[config.mk]
export PLATFORM = sky130hd
export DESIGN_NAME = avalon_slave_ram
export DESIGN_NICKNAME = d
export VERILOG_FILES = /design/src/rtl/avalon_slave_ram.sv
export SDC_FILE = /design/constraint.sdc
export NUM_CORES = 1
export LEC_CHECK = 0
export ABC_AREA = 1
export CORE_ASPECT_RATIO = 1.2
export CORE_UTILIZATION = 39
export DETAILED_ROUTE_END_ITERATION = 8
export HOLD_SLACK_MARGIN = 0.12
export RECOVER_POWER = 50
export SLEW_MARGIN = 20
export SYNTH_ARGS = -nofsm -noshare
export SYNTH_HDL_FRONTEND = slang
export SYNTH_SLANG_ARGS = --single-unit
[constraint.sdc]
create_clock -name clock -period 1.8 [get_ports clock]
set_clock_uncertainty 0.15 [all_clocks]
set_input_delay 0.27 -clock clock [delete_from_list [all_inputs] [get_ports clock]]
set_output_delay 0.27 -clock clock [all_outputs]
set_load 0.1 [all_outputs]
[src/rtl/avalon_slave_ram.sv]
// Avalon-MM slave register-file RAM with programmable wait states and a fixed-latency read pipeline.
// Define AVALON_RAM_CLEAR_EN to zero the memory array on reset; otherwise contents survive reset.
module avalon_slave_ram #(
    parameter int ADDR_W       = 4,
    parameter int DATA_W       = 4,
    parameter int WAIT_CYCLES  = 3,
    parameter int READ_LATENCY = 1
) (
    input  logic              clock,
    input  logic              reset,
    input  logic              read,
    input  logic              write,
    input  logic [ADDR_W-1:0] address,
    input  logic [DATA_W-1:0] writedata,
    output logic              waitrequest,
    output logic              readdatavalid,
    output logic [DATA_W-1:0] readdata
);

    localparam int         DEPTH  = 1 << ADDR_W;
    localparam logic [3:0] WAIT_C = 4'(WAIT_CYCLES);

    logic              rw;
    logic              accept;
    logic              wr_acc;
    logic              rd_acc;
    logic [3:0]        wcnt_q, wcnt_d;
    logic [DATA_W-1:0] mem_q [DEPTH];
    logic [READ_LATENCY-1:0] vld_q, vld_d;
    logic [DATA_W-1:0] dat_q [READ_LATENCY];
    logic [DATA_W-1:0] dat_d [READ_LATENCY];

    assign rw          = read | write;
    assign waitrequest = ~(rw & (wcnt_q == WAIT_C));
    // A request sitting on a reset edge must not be accepted.
    assign accept      = rw & ~waitrequest & ~reset;
    assign wr_acc      = accept & write;
    assign rd_acc      = accept & read & ~write;

    always_comb begin
        wcnt_d = wcnt_q;
        if (!rw || accept) begin
            wcnt_d = '0;
        end else if (wcnt_q < WAIT_C) begin
            wcnt_d = wcnt_q + 4'd1;
        end
    end

    // Data stages only load behind a valid bit, so the last stage holds the last delivered word.
    always_comb begin
        vld_d    = '0;
        dat_d    = dat_q;
        vld_d[0] = rd_acc;
        if (rd_acc) begin
            dat_d[0] = mem_q[address];
        end
        for (int i = 1; i < READ_LATENCY; i++) begin
            vld_d[i] = vld_q[i-1];
            if (vld_q[i-1]) begin
                dat_d[i] = dat_q[i-1];
            end
        end
    end

    always_ff @(posedge clock) begin
        if (reset) begin
            wcnt_q <= '0;
            vld_q  <= '0;
            for (int i = 0; i < READ_LATENCY; i++) begin
                dat_q[i] <= '0;
            end
        end else begin
            wcnt_q <= wcnt_d;
            vld_q  <= vld_d;
            for (int i = 0; i < READ_LATENCY; i++) begin
                dat_q[i] <= dat_d[i];
            end
        end
    end

    always_ff @(posedge clock) begin
`ifdef AVALON_RAM_CLEAR_EN
        if (reset) begin
            for (int i = 0; i < DEPTH; i++) begin
                mem_q[i] <= '0;
            end
        end else if (wr_acc) begin
            mem_q[address] <= writedata;
        end
`else
        if (wr_acc) begin
            mem_q[address] <= writedata;
        end
`endif
    end

    assign readdatavalid = vld_q[READ_LATENCY-1];
    assign readdata      = dat_q[READ_LATENCY-1];

endmodule

==> summary.md <==
| Metric | Value |
|---|---|
| Reg2reg start | wcnt_q[0]$_SDFFE_PP0N_ |
| Setup crit start kind | register |
| Final Critical Period | 1.83 ns |
| Congestion Overflow GR | 0 |
| Fin worst setup slack | -0.0308 ns |
| Worst IR Drop VDD | 0.309 mV |
| Final core utilization | 0.539 |
| CP required | 1.70 ns |
| Least-Margin Pin Slew | 0.813 ns |
| Number of synthesized flops with an enable pin | 64 |
| Top cells by count, synth | 121 x nand2_1, 64 x edfxtp_1, 33 x nor2_1, 24 x nand3_1, 18 x inv_1 |
| Synth top area cells | edfxtp_1 61%, nand2_1 14%, dfxtp_1 5.7%, nor2_1 3.9%, nand3_1 3.8% |
| Post-synth ARST share | 0 |
| Avg Inst Size Synth | 10.2 sq um |
| Rel. slew slack | 0.458 |
| Synthesized netlist cell count | 308 |
| Final wirelength | 6.88 mm |
| Unrepaired setup endpoints after global routing | true |
| Global-route wire length before repair | 10.8 mm |
| Cell repeated most along the worst path | nor2_4 |
| Flops & latches, synth | 73 |
| CP peak stage delay | 0.36 ns |
| Number of global-route vias before repair | 2177 |
| Result of the run | finished, violations left |
| Post-Syn Nets | about 320 |
| Crit-path cells | ha_4 > inv_2 > nor2_4 > nand2_4 > nor2_4 > buf_4 > nand3_4 > buf_4 > nor2_4 |
| Hold Path Class | register to register |
| HPWL Detailed | 4.60 mm |
| Port bufs | 17 |
| Register share of total power | 0.493 |
| Largest net degree at the start of global routing | 19 |
| Comb power frac | 0.076 |
| Total Die Area | 8440 sq um |
| Diode count | 0 |
| Post-placement cell area | 3750 sq um |
| Max Fanout on Critical Path | 4 |
| Floorplan core area | 7750 sq um |
| Routed wire per std cell | 14.8 um |
| Syn. warnings | 0 |
| Via count | 2269 |
| Synth top area share | 0.610 |
| Crit. Startpoint | wcnt_q[0]$_SDFFE_PP0N_ |
| Starting density of the core | 0.406 |
| Most common cell in the netlist | nand2_1 |
| Leakage Power | 1.64 nW |
| Vias per cell | a little under 5 |
| Max stage delay cell, worst path | dfxtp_2 |
| Clock Pin Slew Worst Setup and Hold Paths | 0.07 ns |
| Synth Cell Area | 3150 sq um |
| Cell variety after synth | 20 |
| Crit end category | register |
| Clock sink count | 73 |
| Final Max Tran Viols | 0 |
| CP delay by family, top | simple AND/OR/NAND/NOR gates |
| Switching Fraction | 0.204 |
| Hold_sp | wcnt_q[2]$_SDFFE_PP0N_ |
| # DRC | 6 |
| Fmax | 0.546 GHz |
| CTS Hold Bufs | 0 |
| Synth area leader | edfxtp_1 |
| Register area share after synthesis | 0.668 |
| Max Cap Violations | 0 |
| Multi-input gate area | around 1000 sq um |
| Io pins | 18 |
| Part of the cycle the worst path needs | 1.02 |
| Setup TNS | -0.373 ns |
| Hold WS | 0.298 ns |
| Fin area | roughly 4200 sq um |
| P_sw | 764 uW |
| Sequential Area | 2110 sq um |
| Failing checks | DRC, setup timing |
| Cell Int Power | 2.99 mW |
| Arr. time, crit path | 1.73 ns |
| Worst-Skew Late Latency | 0.34 ns |
| Die Width | around 84 um |
| Placement Rows | 35 |
| All-Layer GR Usage | 0.177 |
| CTS tree | done |
| Clk buf depth | 2 |
| Initial DRC Count | about 100 |
| Clock power share | 0.431 |
| Crit path kind | register to register |
| Initial antenna violation count | 0 |
| WP buf/inv | 3 |
| P&R area growth vs syn | 32.7% |
| Post-route ant nets | 0 |
| H-tree Lvls | 3 |
| Fillers | 665 |
| Pre-Repair DR Iteration Count | 6 |
| Placer Congestion | 0.814 |
| Fin. Hold Viols | 0 |
| Final Setup Violations | 16 |
| Pwr Density | 898 nW/um^2 |
| Cts bufs inserted | 9 |
| CTS Root Cell | clkbuf_8 |
| Nets@finish | 380 |
| DIE HEIGHT | 100 um |
| Predominant post-synthesis flop cell | edfxtp_1 |
| Share of cells above drive strength 1 | 0.250 |
[worst register-to-register path, stage by stage (launching register included)]
cell and delay, ns:
dfxtp_2 0.36, ha_4 0.14, inv_2 0.04, nor2_4 0.11, nand2_4 0.07, nor2_4 0.15, buf_4 0.15, nand3_4 0.09
buf_4 0.16, nor2_4 0.13
[layout make-up]
cell class	instances	share of cell area
multi-input cells	202	0.248
clock inverters	4	0.0234
flip-flops and latches	73	0.504
clock buffers	12	0.0395
repair buffers	59	0.137
well taps	92	0.0276
inverters	22	0.0204
[routing by layer]
metal,track usage,part of all wire
met1,0.198,0.40
met5,0,0
met4,0.111,0.029
met2,0.315,0.53
met3,0.0280,0.037
[logic make-up (layout without fill, tap and decap cells)]
family	Yosys count	after routing	share of synthesized area
buf+inv	33	97	0.0477
simple gates	194	194	0.268
fa+ha+maj	1	1	0.00397
flops	73	73	0.668
xor+xnor	1	1	0.00278
compound gates	6	6	0.00954
[cell usage in the layout (no fill, tap or decap), types with 2 or more instances in the layout]
cell type,count
buf_12,8
nor3_1,2
clkbuf_1,3
nand4_1,5
nand3_4,4
buf_6,4
buf_4,33
o21ai_0,4
bufinv_16,3
dlygate4sd3_1,3
dfxtp_1,6
nand2_1,121
edfxtp_1,64
clkbuf_8,12
dfxtp_2,3
nor2_1,20
inv_1,17
nand3_1,24
nor2_4,15
clkdlybuf4s50_1,8
inv_2,4
[through the flow]
| stage | worst slack, ns | power [mW] | std cells |
|---|---|---|---|
| 2_1_floorplan | 0.0794 | 2.02 | 308 |
| 3_3_place_gp | -0.422 | 2.15 | 445 |
| 3_5_place_dp | -0.448 | 2.15 | 445 |
| 4_1_cts | -0.0663 | 3.79 | 461 |
| 5_1_grt | -0.126 | 3.88 | 464 |
| 6_report | -0.0308 | 3.75 | 464 |
[power by group through the flow]
stage	Sequential (mW)	Clock [mW]	Combinational, mW
global route	1.85	1.72	0.313
CTS	1.85	1.65	0.286
global placement	1.88	0	0.267
detailed placement	1.88	0	0.271
floorplan	1.89	0	0.127
finish	1.85	1.62	0.285
[timing repair]
| action | CTS | global route |
|---|---|---|
| pin swaps | 11 | 8 |
| setup endpoints to repair | 65 | 65 |
| gates cloned | 0 | 0 |
| gates resized for setup | 32 | 8 |
| buffers inserted | 3 | 5 |
[path summary, 6_finish.rpt]
check                           cells after the start  slack, ns                      to
worst max register to register                      9      -0.03  mem_q[10][1]$_DFFE_PP_
worst max-delay path                                9      -0.03  mem_q[10][1]$_DFFE_PP_
worst min register to register                      2       0.30  wcnt_q[2]$_SDFFE_PP0N_
worst min-delay path                                2       0.30  wcnt_q[2]$_SDFFE_PP0N_
[sequential cells by signal (all words and copies together) (netlist names)]
signal / flops
readdata: 4
readdatavalid: 1
wcnt_q: 4
mem_q: 64
(Power assumes the default switching activity.)
